`src/rtl/mcu_rst_pkg.sv`:
```
// Shared types and helpers for the MCU reset generator: sequencer state
// encoding, the power-on cause bit position for the default build, and a
// counter width helper.
package mcu_rst_pkg;

   typedef enum logic [1:0] {
      IDLE = 2'd0,
      HOLD = 2'd1,
      PDLY = 2'd2
   } rst_state_e;

   // The power-on flag sits directly above the source bits in the cause
   // record; with the default four sources that is bit 4.
   localparam int POR_BIT = 4;

   // Smallest width that can hold the given non-negative value (at least 1).
   function automatic int cnt_width(input int value);
      int w;
      w = 1;
      for (int i = 1; i < 32; i++) begin
         if ((value >> i) != 0) begin
            w = i + 1;
         end
      end
      return w;
   endfunction

endpackage

```
`src/rtl/mcu_rst_filter.sv`:
```
// Per-source two-stage glitch filter for reset requests. A source passes
// only once it has been high on two consecutive FCLK cycles. Only used
// when the MCU_RST_GLITCH_FILTER_EN build option is defined.
module mcu_rst_filter
   import mcu_rst_pkg::*;
#(
   parameter int NUM_SRC = POR_BIT
) (
   input  logic               clk,
   input  logic               reset,
   input  logic [NUM_SRC-1:0] req_in,
   output logic [NUM_SRC-1:0] req_out
);

   logic [NUM_SRC-1:0] req_prev;

   // Remember last cycle's request levels; cleared by power-on reset.
   always_ff @(posedge clk) begin
      if (reset) begin
         req_prev <= '0;
      end else begin
         req_prev <= req_in;
      end
   end

   assign req_out = req_in & req_prev;

endmodule

```
`src/rtl/mcu_rst_gen.sv`:
```
// N-source maskable, stretched system reset sequencer for the Cortex-M0 MCU
// subsystem. Releases HRESETn_o HOLD_CYCLES cycles after the last request
// and PRESETn_o PRESET_DELAY cycles after that, and keeps a sticky record
// of reset causes. Build option MCU_RST_GLITCH_FILTER_EN inserts a
// two-cycle glitch filter on every request source.
module mcu_rst_gen
   import mcu_rst_pkg::*;
#(
   parameter int NUM_SRC      = POR_BIT,
   parameter int HOLD_CYCLES  = 16,
   parameter int PRESET_DELAY = 2,
   parameter int CNT_W        = 16
) (
   input  logic               FCLK,
   input  logic               PORESET,
   input  logic [NUM_SRC-1:0] rst_req,
   input  logic [NUM_SRC-1:0] rst_mask,
   input  logic               cause_clr,
   output logic               HRESETn_o,
   output logic               PRESETn_o,
   output logic [NUM_SRC:0]   rst_cause,
   output logic               rst_busy
);

   // pcnt holds "cycles left minus one" so that PRESETn_o rises exactly
   // PRESET_DELAY cycles after HRESETn_o.
   localparam int PDLY_LOAD_INT = (PRESET_DELAY > 0) ? PRESET_DELAY - 1 : 0;
   localparam int PCNT_W        = cnt_width(PDLY_LOAD_INT);

   localparam logic [CNT_W-1:0]  HOLD_LOAD = CNT_W'(HOLD_CYCLES);
   localparam logic [PCNT_W-1:0] PDLY_LOAD = PCNT_W'(PDLY_LOAD_INT);
   localparam logic [NUM_SRC:0]  POR_CAUSE = {1'b1, {NUM_SRC{1'b0}}};

   logic [NUM_SRC-1:0] req_hit;
   logic               act;
   rst_state_e         state;
   rst_state_e         state_nxt;
   logic [CNT_W-1:0]   cnt;
   logic [CNT_W-1:0]   cnt_nxt;
   logic [PCNT_W-1:0]  pcnt;
   logic [PCNT_W-1:0]  pcnt_nxt;
   logic               hresetn_nxt;
   logic               presetn_nxt;
   logic [NUM_SRC:0]   cause_nxt;

`ifdef MCU_RST_GLITCH_FILTER_EN
   mcu_rst_filter #(
      .NUM_SRC (NUM_SRC)
   ) u_filter (
      .clk     (FCLK),
      .reset   (PORESET),
      .req_in  (rst_req & rst_mask),
      .req_out (req_hit)
   );
`else
   assign req_hit = rst_req & rst_mask;
`endif

   assign act = |req_hit;

   // Sequencer next state: enter/stretch HOLD on any request, count down the
   // hold, then the peripheral release delay, then return to IDLE.
   always_comb begin
      state_nxt = state;
      cnt_nxt   = cnt;
      pcnt_nxt  = pcnt;
      unique case (state)
         IDLE: begin
            if (act) begin
               state_nxt = HOLD;
               cnt_nxt   = HOLD_LOAD;
            end
         end
         HOLD: begin
            if (act) begin
               cnt_nxt = HOLD_LOAD;
            end else if (cnt == CNT_W'(1)) begin
               if (PRESET_DELAY == 0) begin
                  state_nxt = IDLE;
               end else begin
                  state_nxt = PDLY;
                  pcnt_nxt  = PDLY_LOAD;
               end
            end else if (cnt > CNT_W'(1)) begin
               cnt_nxt = cnt - CNT_W'(1);
            end
         end
         PDLY: begin
            if (act) begin
               state_nxt = HOLD;
               cnt_nxt   = HOLD_LOAD;
            end else if (pcnt == '0) begin
               state_nxt = IDLE;
            end else begin
               pcnt_nxt = pcnt - PCNT_W'(1);
            end
         end
         default: begin
            state_nxt = IDLE;
         end
      endcase
   end

   // Reset outputs and cause record for the coming cycle; a new cause wins
   // over a simultaneous clear.
   always_comb begin
      hresetn_nxt = (state_nxt != HOLD);
      presetn_nxt = (state_nxt == IDLE);
      cause_nxt   = (cause_clr ? '0 : rst_cause) | {1'b0, req_hit};
   end

   // State, counters and registered outputs; power-on reset restarts a full
   // hold from any point and loads the power-on cause pattern.
   always_ff @(posedge FCLK) begin
      if (PORESET) begin
         state     <= HOLD;
         cnt       <= HOLD_LOAD;
         pcnt      <= '0;
         HRESETn_o <= 1'b0;
         PRESETn_o <= 1'b0;
         rst_busy  <= 1'b1;
         rst_cause <= POR_CAUSE;
      end else begin
         state     <= state_nxt;
         cnt       <= cnt_nxt;
         pcnt      <= pcnt_nxt;
         HRESETn_o <= hresetn_nxt;
         PRESETn_o <= presetn_nxt;
         rst_busy  <= ~(hresetn_nxt & presetn_nxt);
         rst_cause <= cause_nxt;
      end
   end

endmodule

```
`config.mk`:
```
export PLATFORM = sky130hd
export DESIGN_NAME = mcu_rst_gen
export DESIGN_NICKNAME = d
export VERILOG_FILES = /design/src/rtl/mcu_rst_pkg.sv /design/src/rtl/mcu_rst_filter.sv /design/src/rtl/mcu_rst_gen.sv
export SDC_FILE = /design/constraint.sdc
export NUM_CORES = 1
export LEC_CHECK = 0
export BUFFER_PORTS_ARGS = -buffer_cell sky130_fd_sc_hd__buf_2
export CORE_UTILIZATION = 50
export DETAILED_ROUTE_END_ITERATION = 8
export GPL_TIMING_DRIVEN = 0
export PLACE_DENSITY = 0.74
export SLEW_MARGIN = 10
export SYNTH_ARGS = -nofsm -noshare
export SYNTH_HDL_FRONTEND = slang
export SYNTH_HIERARCHICAL = 1
export SYNTH_SLANG_ARGS = --single-unit
```
`constraint.sdc`:
```
create_clock -name FCLK -period 2.2 [get_ports FCLK]
set_input_delay 0.55 -clock FCLK [delete_from_list [all_inputs] [get_ports FCLK]]
set_output_delay 0.55 -clock FCLK [all_outputs]
set_load 0.05 [all_outputs]
```
# Word-level counts from Yosys, hierarchy flattened
# Index checks and enable logic that the tools add are counted.
# W data, S select, Z words.
[totals]
reg_bits = 27
input_bits = 11
output_inout_bits = 8
elab_cells = 49
[op_classes]
add_sub_neg = 2
n_lt_le_gt_ge = 1
eq_ne = 10
muxes = 17
bitwise_logic = 4
reduce_logical = 8
[op_table]
columns = ["operator", "n"]
rows = [
  ["$mux W16", 4],
  ["$pmux W16 S2", 1],
  ["$eq A16 B1 Y1 const B", 1],
  ["$gt A16 B1 Y1 const B", 1],
  ["$sub A16 B1 Y16 const B", 1],
  ["$mux W2", 5],
  ["$reduce_and A4 Y1", 2],
  ["$ne A2 B2 Y1 const B", 3],
  ["$ne A3 B3 Y1 const B", 2],
  ["$pmux W2 S3", 1],
  ["$mux W5", 1],
  ["$or A5 B4 Y5", 1],
  ["$and A4 B4 Y4", 1],
  ["$logic_not A2 Y1", 2],
  ["$mux W1", 4],
  ["$ne A2 B1 Y1 const B", 2],
  ["$reduce_bool A2 Y1", 2],
  ["$reduce_or A4 Y1", 1],
  ["$eq A2 B1 Y1 const B", 1],
  ["$eq A2 B2 Y1 const B", 1],
  ["$pmux W1 S2", 1],
  ["$reduce_or A2 Y1", 1],
  ["$and A1 B1 Y1", 1],
  ["$not A1 Y1", 1],
  ["$sub A1 B1 Y1 const B", 1],
]

# Depth between registers and ports, before layout
# Gate-level depths: netlist of the first run.
[depth]
ltp_word = 7
ltp_mapped = 8
ltp_nobuf = 7

# Least setup slack after synthesis of the first run
# Ideal clock, no wire load.
[synth_timing]
path_kind = "reg2reg"
from = "register cnt[0]"
to = "register cnt[14]"
setup_ps = 133
arrival_time_ps = 1931
t_required_ps = 2067
slack_ps = 135
path_stages_with_launch = 8
n_path_buf = 0
synth_period_minus_slack_ps = 2065
cell_sequence = "dfxtp_1 -> inv_1 -> ha_1 -> or3b_2 -> or2_2 -> or3_1 -> o21ai_0 -> a311oi_1"
[synth_between]
elab_chain_cells = 5
elab_cells_between_ends = 10
classes_between = "add/sub: 1; order compare: 1; eq/ne: 3; mux: 4; reduce/logical: 1"
[synth_rtl]
columns = ["item", "line_no", "source"]
rows = [
  ["start, declared", "mcu_rst_gen.sv:38", "logic [CNT_W-1:0] cnt;"],
  ["start signal, assigned", "mcu_rst_gen.sv:125", "cnt <= cnt_nxt;"],
  ["$sub A16 B1 Y16", "mcu_rst_gen.sv:85", "cnt_nxt = cnt - CNT_W'(1);"],
  ["$mux W16", "mcu_rst_gen.sv:84", "end else if (cnt > CNT_W'(1)) begin"],
  ["$mux W16", "mcu_rst_gen.sv:77", "end else if (cnt == CNT_W'(1)) begin"],
  ["$mux W16", "mcu_rst_gen.sv:75", "if (act) begin"],
  ["$pmux W16 S2", "mcu_rst_gen.sv:67", "unique case (state)"],
]
# Several ways; a longest one is shown, not always the timed one. The select of a mux whose other input is x is not followed.
# A chain may end at the register's enable or synchronous reset.

# Worst setup path in the final report of the first run
[layout_timing]
from = "register cnt[5]"
to = "register cnt[15]"
# The elaborated chain is that of the path after synthesis.

==> run summary, run 1 <==
The cell sitting at the root of the clock tree is a sky130_fd_sc_hd__clkbuf_4. The critical path starts at cnt[5]. The synthesized net count came out at 172. By area the synthesized netlist is led by sky130_fd_sc_hd__dfxtp_1 41%, sky130_fd_sc_hd__a311oi_1 6.6%, sky130_fd_sc_hd__a21oi_1 6.4%, sky130_fd_sc_hd__nor2_1 4.2%, sky130_fd_sc_hd__a22oi_1 3.4%.

The actual transition at the worst max-transition pin is 583.0 ps. The critical path is of the reg -> reg type. The height of the chip came out at 53.55 um.

The number of vias in the routed layout came out at 1388. Counting the buffers created by CTS gives 3. Averaged over all synthesized cells, the footprint is 8.357 um2. The starting density of the core is 53.15%. The first-pass GRT wire length came out at 5319 um.

The relative contribution of combinational cells to total power came out at 28.5%. Walking the worst path, the cells encountered are or4_4 > buf_6 > or4_4 > nor3_4 > a31oi_1 > o21a_1. The share of the clock period used by the worst path is 96.80%. The placer congestion estimate came out at 0.8094. The worst setup path is launched from a flip-flop. The total internal power came out at 715.8 uW. The number of DRC markers after the initial detailed-route iteration came out at 53.

STA classifies the critical path endpoint as a flip-flop. The number of top-level pins is 19. After detailed routing, the number of remaining DRC violations is 0.

The number of rows created at floorplan came out at 18. TritonCTS built the clock tree. sky130_fd_sc_hd__dfxtp_1 is the most common cell in the netlist. 0 antenna diodes ended up in the layout. The post-route minimum period is 2130 ps. The number of hold violations in the final report was 0.

The area of the placeable core came out at 0.002500 mm2. The layout filler cell count is 220. Max-cap violations in this run came to 0. The net switching power figure is 356.9 uW. After detailed routing, the number of vias per cell comes to 6.516. In this run the critical register-to-register path is launched from cnt[5].

The final number of setup-violating endpoints is 0. The area growth from synthesis to layout is 17.80%. The number of cells on the worst reg-to-reg path came out at 6.

The clock sink count is 27. The total standard cell area after synthesis came out at 0.001329 mm2. The timing-limited maximum frequency is 0.4696 GHz. For this run, the number of Yosys warnings is 6. The initial antenna violation count came to 0. The smallest hold slack came out at 477.6 ps. The portion of synthesized cell area occupied by the leading cell type came out at 40.68%. The number of search-and-repair iterations in the first detailed-routing pass is 4.

The switching share of power came out at 33.27%. For the worst setup path, the data arrival time is 2370 ps. Across the VDD grid, the largest voltage drop is 432.3 uV. After detailed routing, the total wire length is 3290 um. In this run the critical register-to-register path is captured at cnt[15]. The number of levels the H-tree was split into came out at 1.

The clock skew after layout came out at 6.060 ps. The run finished with clean final reports. The CTS clock-pin slew for the worst setup and hold paths is 150 ps. The horizontal die dimension came out at 53.55 um.

For the worst-skew pair, the clock arrives at the later sink with an insertion delay of 330 ps. Cells with a size suffix above 1 make up 26.23% of the layout. The number of buffers on the longest clock path came out at 2. The unique cell type count in the Yosys netlist came out at 36. The net total in the final layout came out at 197. Among the stages of the critical path, the cell type that occurs most often is sky130_fd_sc_hd__or4_4. The headroom to the max-slew limit came out at 60.99%. After routing, the total negative slack on setup checks comes to 0 ps.

The dominant synthesized flop cell is sky130_fd_sc_hd__dfxtp_1. The share of total power dissipated in sequential elements is 51.1%. The commonest cells after synthesis are 27 x sky130_fd_sc_hd__dfxtp_1, 17 x sky130_fd_sc_hd__a21oi_1, 15 x sky130_fd_sc_hd__nor2_1. The aggregate global-route resource usage is 25.34%. The worst path required time came out at 2440 ps. The synthesized design spends more area on one cell type than any other, namely sky130_fd_sc_hd__dfxtp_1. The total congestion overflow after global routing came out at 0. Port buffering added 18 buffers.

Dividing the detail-routed wire length by the instance count gives 15.45 um. The slack of the worst reg-to-reg path is 70 ps. The kind of path behind the tightest hold check is in -> reg. The max-slew violation count came to 0. Along the worst path, the maximum fanout reaches 7. The count of flip-flops with a built-in enable after synthesis is 0. The number of storage elements in the synthesis netlist is 27.

The stage delay of the slowest cell on the critical path came out at 520 ps. Of all flip-flops after synthesis, the portion carrying an async set or reset was 0%. The static leakage came out at 0.0006292 uW. In the synthesized netlist, the number of instances is 159.

Entering global routing, the biggest net connects 17 pins. The sequential element share of the synthesized area is 40.68%. The post-place setup slack is -166.7 ps.

The cell area power density came out at 685.4 mW/mm2. The wire-length estimate of the detail-placed layout is 2250 um. The most critical setup path has its endpoint at cnt[15]. Of the total power, the clock network draws 20.3%.

In this run the remaining antenna-violating nets after routing total 0. The smallest setup slack after layout came out at 70.46 ps. The via count of the first global-routing pass was 1222. The cell with the biggest individual delay on the critical path is sky130_fd_sc_hd__or4_4. The floorplan die area came out at 0.002868 mm2.
## per-stage QoR
| stage | utilization [%] | std cells | cell area, um2 | total power [uW] |
|---|---|---|---|---|
| after CTS | 59.86 | 211 | 1496 | 1041 |
| after floorplan | - | 159 | 1329 | 748.0 |
| after detailed placement | 58.26 | 207 | 1456 | 813.7 |
| after global routing | 62.61 | 213 | 1565 | 1135 |
| after global placement | 58.26 | 207 | 1456 | 805.4 |
| final | 62.61 | 213 | 1565 | 1073 |
## critical path: cells and delay by family (launching register included)
| kind | cells | cell delay (ps) |
|---|---|---|
| AND/OR/NAND/NOR | 3 | 1190 |
| flip-flops | 1 | 390 |
| buffers and inverters | 1 | 150 |
| AO/OA/AOI/OAI | 2 | 320 |
## final cells by class
type	count	area, um2	area share, %
multi-input cells	117	769.5	49.16
clock buffers	3	22.52	1.439
well taps	30	37.54	2.398
flip-flops and latches	27	550.5	35.17
clock inverters	1	7.507	0.4796
repair buffers	20	105.1	6.715
inverters	10	37.54	2.398
plain buffers	5	35.03	2.238
## registers in the layout, indices dropped and copies added (netlist names)
register   count
cnt           16
pcnt           1
rst_cause      5
rst_busy       1
state          2
PRESETn_o      1
HRESETn_o      1
## layer usage
layer	vias to the layer above	global-route usage (%)	routed length, um
li1	648	-	-
met1	678	33.74	1457
met2	54	40.63	1569
met3	8	3.955	220
met4	0	10.53	42
met5	-	0	0
## cells in the final DEF (no fill, tap or decap), drive strengths merged, types with 2 or more instances in the layout
cell	instances
a21oi	17
a22oi	6
a311oi	10
a31oi	4
and3	2
and4	2
buf	22
clkbuf	6
dfxtp	27
ha	2
inv	10
nand2	9
nand3	3
nor2	16
nor3	10
nor4	3
o21a	2
o21ai	4
o31ai	2
or2	6
or3	3
or4	7
## cells by family after synthesis
family | share of synthesized area [%]
fa+ha+maj | 1.883
buf+inv | 4.896
simple gates | 27.50
compound gates | 25.05
flops | 40.68
## what timing repair did
item	CTS	global route
cloned	0	0
hold buffers	0	0
buffers inserted	0	2
gates resized for setup	5	17
endpoints found under the setup margin	3	9
## worst min-delay path by stage
| stage | slack [ps] | startpoint | depth (start not counted) | to |
|---|---|---|---|---|
| after floorplan | 440 | cnt[7] | 1 | cnt[7] |
| after global placement | 430 | rst_cause[4] | 1 | rst_cause[4] |
| after detailed placement | 440 | rst_cause[4] | 1 | rst_cause[4] |
| after CTS | 470 | rst_mask[2] | 3 | rst_cause[2] |
| after global routing | 490 | rst_req[1] | 3 | rst_cause[1] |
| final | 480 | rst_mask[2] | 3 | rst_cause[2] |
## power by group through the flow
stage / Clock, uW / Combinational, uW / Sequential (uW)
floorplan: 0 / 180 / 568
global placement: 0 / 252 / 553
detailed placement: 0 / 259 / 555
CTS: 230 / 265 / 546
global route: 244 / 338 / 552
finish: 218 / 306 / 549
(Power assumes the default switching activity.)
==> run 2: changes to the inputs <==
--- a/config.mk
+++ b/config.mk
@@ -5,8 +5,9 @@
 export SDC_FILE = /design/constraint.sdc
 export NUM_CORES = 1
 export LEC_CHECK = 0
+export ABC_AREA = 1
 export BUFFER_PORTS_ARGS = -buffer_cell sky130_fd_sc_hd__buf_2
-export CORE_UTILIZATION = 50
+export CORE_UTILIZATION = 51
 export DETAILED_ROUTE_END_ITERATION = 8
 export GPL_TIMING_DRIVEN = 0
 export PLACE_DENSITY = 0.74
==> run summary, run 2 <==
The count of flip-flops with a built-in enable after synthesis is 0 (unchanged). The number of hold violations in the final report is 0 (unchanged). The static leakage came out at 0.0008544 uW (was 0.0006292 uW).

The register bank with the most flops was cnt (unchanged). The first-pass GRT wire length came out at 5651 um (was 5319 um). The number of vias in the routed layout came out at 1463 (was 1388). The number of levels the H-tree was split into came out at 1 (unchanged). The sequential element share of the synthesized area is 34.29% (was 40.68%). The xor/xnor cell area share of the yosys netlist is 0% (unchanged).

The power share of the sequential group is 52.9% (was 51.1%). The proportion of power drawn by the clock network came out at 22.0% (was 20.3%). The number of search-and-repair iterations in the first detailed-routing pass is 4 (unchanged). The area of the placeable core came out at 0.002853 mm2 (was 0.002500 mm2). The worst path required time is 2440 ps (about the same). The residual antenna-violating net count after detailed routing came out at 0 (unchanged). The post-detailed-route via-to-cell ratio came to 5.027 (was 6.516). The flip-flop count of the largest register after layout is 16 (unchanged). The number of instances resized during post-cts repair is 0 (was 5). The end-of-flow core utilization came out at 60.70% (was 62.61%).

The largest net degree at the start of global routing is 15 (was 17). The clock sink count is 27 (unchanged). The critical path class is reg -> reg (unchanged). The number of storage elements in the synthesis netlist is 27 (unchanged).

The post-synthesis cell count came out at 238 (was 159). The net switching power figure came out at 333.3 uW (was 356.9 uW). The per-instance average area after synthesis came out at 6.624 um2 (was 8.357 um2). The largest fanout of any net on the critical path is 6 (was 7). The accumulated negative setup slack came to 0 ps (unchanged). The cell area power density is 577.9 mW/mm2 (was 685.4 mW/mm2). The number of setup buffers added after CTS is 0 (unchanged). The proportion of layout cells with a drive suffix above 1 is 21.92% (was 26.23%). The floorplan die area came to 0.003318 mm2 (was 0.002868 mm2). The arrival time of the worst setup path came out at 1870 ps (was 2370 ps). Most instantiated cells after synthesis: 61 x sky130_fd_sc_hd__nand2_1, 36 x sky130_fd_sc_hd__nor2_1, 27 x sky130_fd_sc_hd__dfxtp_1, 27 x sky130_fd_sc_hd__inv_1, 24 x sky130_fd_sc_hd__nand3_1 (was 27 x sky130_fd_sc_hd__dfxtp_1, 17 x sky130_fd_sc_hd__a21oi_1, 15 x sky130_fd_sc_hd__nor2_1). The kind of path behind the tightest hold check is reg -> reg (was in -> reg). List of cells traversed by the critical path: inv_1 > ha_1 > nand2_2 > nor2_2 > nor2_1 > nor2_1 > nor2_2 > nand2_1 > nand2_1 > nor2_1 (was or4_4 > buf_6 > or4_4 > nor3_4 > a31oi_1 > o21a_1).

The count of port buffers added during placement is 18 (unchanged). The final number of setup-violating endpoints came out at 0 (unchanged). The async set-or-reset flop fraction in the synthesized netlist is 0% (unchanged).

The kind of start point of the critical path was a flip-flop (unchanged). Outcome: completed (unchanged). The clock latency reported for the late side of the worst-skew pair came out at 330 ps (about the same). The CTS clock-pin slew for the worst setup and hold paths was 150 ps (about the same). The horizontal die dimension came out at 57.60 um (was 53.55 um). The compound-gate portion of the synthesized area came out at 9.365% (was 25.05%). The total length of routed wires is 3247 um (was 3290 um).

The number of maximum-capacitance constraint violations came out at 0 (unchanged). The count of hold buffers inserted by post-cts repair came out at 0 (unchanged). The placer congestion estimate is 0.8253 (was 0.8094). The share of the clock period used by the worst path came out at 74.29% (was 96.80%). The post-route minimum period was 1634 ps (was 2130 ps). Setup repair after global routing left no endpoint under its margin. The DRC violations left is 0 (unchanged).

The headroom to the max-slew limit is 65.87% (was 60.99%). The synthesized net count is 251 (was 172). The total congestion overflow after global routing came out at 0 (unchanged).

The detailed placement HPWL is 2387 um (was 2250 um). The CTS tree is yes (unchanged). The height of the chip is 57.60 um (was 53.55 um). The cell with the biggest individual delay on the critical path was sky130_fd_sc_hd__dfxtp_1 (was sky130_fd_sc_hd__or4_4). The relative contribution of combinational cells to total power came out at 25.1% (was 28.5%). The most common library cell in the layout ignoring fill and taps is sky130_fd_sc_hd__nand2_1 (was sky130_fd_sc_hd__dfxtp_1). The stage delay of the slowest cell on the critical path came to 410 ps (was 520 ps). The via count of the first global-routing pass is 1294 (was 1222).

The initial antenna violation count came to 0 (unchanged). The signed area change from the synthesized netlist to the final layout is 9.841% (was 17.80%). The number of buffers on the longest clock path is 2 (unchanged). The switching share of power came out at 33.30% (was 33.27%). The number of rows created at floorplan is 19 (was 18). The largest family of logic cells by synthesized area is simple AND/OR/NAND/NOR gates (unchanged). The net total in the final layout came to 274 (was 197).

The timing-limited maximum frequency came out at 0.6118 GHz (was 0.4696 GHz). The max-slew violation count was 0 (unchanged). The number of clock buffers inserted by TritonCTS came to 3 (unchanged). The endpoint class of the critical path is a flip-flop (unchanged). The number of top-level pins came to 19 (unchanged). The largest voltage drop on the vdd net came to 375.8 uV (was 432.3 uV). The dominant synthesized flop cell is sky130_fd_sc_hd__dfxtp_1 (unchanged). The average wire length per cell after detail routing is 11.16 um (was 15.45 um). Largest registers in the final layout: cnt (16), rst_cause (5), state (2) (unchanged). The most frequent cell after synthesis is sky130_fd_sc_hd__nand2_1 (was sky130_fd_sc_hd__dfxtp_1). The antenna diode count is 0 (unchanged).

The total internal power is 667.4 uW (was 715.8 uW). The actual transition at the worst max-transition pin came out at 511.9 ps (was 583.0 ps). The portion of netlist area occupied by mux cells came out at 0% (unchanged). The buffer type at the clock tree root is sky130_fd_sc_hd__clkbuf_4 (unchanged). The area share of and/or/nand/nor cells after synthesis is 45.00% (was 27.50%). The portion of synthesized cell area occupied by the leading cell type came out at 34.29% (was 40.68%). The dominant cell type by area after synthesis is sky130_fd_sc_hd__dfxtp_1 (unchanged).

The starting density of the core came out at 55.26% (was 53.15%). Most frequent cells in the layout: 61 x sky130_fd_sc_hd__nand2_1, 36 x sky130_fd_sc_hd__nor2_1, 27 x sky130_fd_sc_hd__dfxtp_1, 27 x sky130_fd_sc_hd__inv_1, 24 x sky130_fd_sc_hd__nand3_1 (was 23 x sky130_fd_sc_hd__dfxtp_1, 18 x sky130_fd_sc_hd__buf_2, 17 x sky130_fd_sc_hd__a21oi_1, 15 x sky130_fd_sc_hd__nor2_1, 10 x sky130_fd_sc_hd__inv_1). The count of warnings emitted by yosys is 6 (unchanged). The number of DRC markers after the initial detailed-route iteration is 78 (was 53).

The clock skew after layout came out at 9.509 ps (was 6.060 ps). Cell types occupying the most area after synthesis: sky130_fd_sc_hd__dfxtp_1 34%, sky130_fd_sc_hd__nand2_1 15%, sky130_fd_sc_hd__nor2_1 8.6%, sky130_fd_sc_hd__nand3_1 7.6%, sky130_fd_sc_hd__inv_1 6.4% (was sky130_fd_sc_hd__dfxtp_1 41%, sky130_fd_sc_hd__a311oi_1 6.6%, sky130_fd_sc_hd__a21oi_1 6.4%, sky130_fd_sc_hd__nor2_1 4.2%, sky130_fd_sc_hd__a22oi_1 3.4%). The post-synthesis share of cell area spent on full adders, half adders and majority gates is 1.587% (was 1.883%). The aggregate global-route resource usage is 21.60% (was 25.34%). The total standard cell area after synthesis came to 0.001577 mm2 (was 0.001329 mm2). The most frequent cell on the critical path is sky130_fd_sc_hd__nor2_1 (was sky130_fd_sc_hd__or4_4).

The unique cell type count in the Yosys netlist is 25 (was 36).
-- run 2: cell types whose count changed in the layout (fill, tap and decap cells not counted), moves of 9 or more --
cell                       previous run  this run
sky130_fd_sc_hd__nand2_1              9        61
sky130_fd_sc_hd__inv_1               10        27
sky130_fd_sc_hd__a311oi_1             9         0
sky130_fd_sc_hd__nand3_1              3        24
sky130_fd_sc_hd__nor2_1              15        36
-- run 2: routing by layer --
metal | GRT usage [%] | up-vias | wire length (um)
li1 | - | 794 | -
met1 | 30.32 | 628 | 1617
met2 | 35.05 | 37 | 1407
met3 | 2.268 | 4 | 178
met4 | 6.272 | 0 | 43
met5 | 0 | - | 0
-- run 2: worst paths after layout --
kind	startpoint	to	slack [ps]	cells past startpoint
worst max-delay path	cnt[0]	cnt[9]	570	10
worst min-delay path	rst_cause[4]	rst_cause[4]	460	2
worst min register to register	rst_cause[4]	rst_cause[4]	460	2
worst max register to register	cnt[0]	cnt[9]	570	10
-- run 2: power groups by stage --
| stage | clock (uW) | combinational (uW) | sequential, uW |
|---|---|---|---|
| floorplan | 0 | 182 | 557 |
| global placement | 0 | 248 | 539 |
| detailed placement | 0 | 251 | 539 |
| CTS | 229 | 252 | 529 |
| global route | 243 | 284 | 533 |
| finish | 220 | 251 | 529 |
-- run 2: layout make-up --
cell class	count	area, um2
Fill cell	305	1121
Multi-Input combinational cell	175	882.1
Sequential cell	27	540.5
Inverter	31	116.4
Timing Repair Buffer	18	90.09
Tap cell	31	38.79
Buffer	5	37.54
Clock buffer	4	26.28
-- run 2: critical path: cells and delay by family (launching register included) --
family        cells  cell delay (ps)
simple gates      8              790
flops             1              410
buf+inv           1              100
fa+ha+maj         1              250
-- run 2: cells by family (layout without fill, tap and decap cells) --
| logic type | Yosys count | after routing |
|---|---|---|
| compound gates | 22 | 22 |
| fa+ha+maj | 2 | 2 |
| buf+inv | 36 | 58 |
| flops | 27 | 27 |
| simple gates | 151 | 151 |
-- run 2: per-stage QoR --
| stage | cell area [um2] | std cells | hold WS (ps) | worst slack (ps) | power, uW |
|---|---|---|---|---|---|
| after floorplan | 1577 | 238 | 457.0 | 669.9 | 738.7 |
| after global placement | 1705 | 287 | 433.1 | 417.9 | 787.3 |
| after detailed placement | 1705 | 287 | 430.6 | 412.1 | 790.3 |
| after CTS | 1732 | 291 | 461.7 | 543.6 | 1010 |
| after global routing | 1732 | 291 | 469.3 | 347.4 | 1060 |
| final | 1732 | 291 | 461.0 | 565.6 | 1001 |
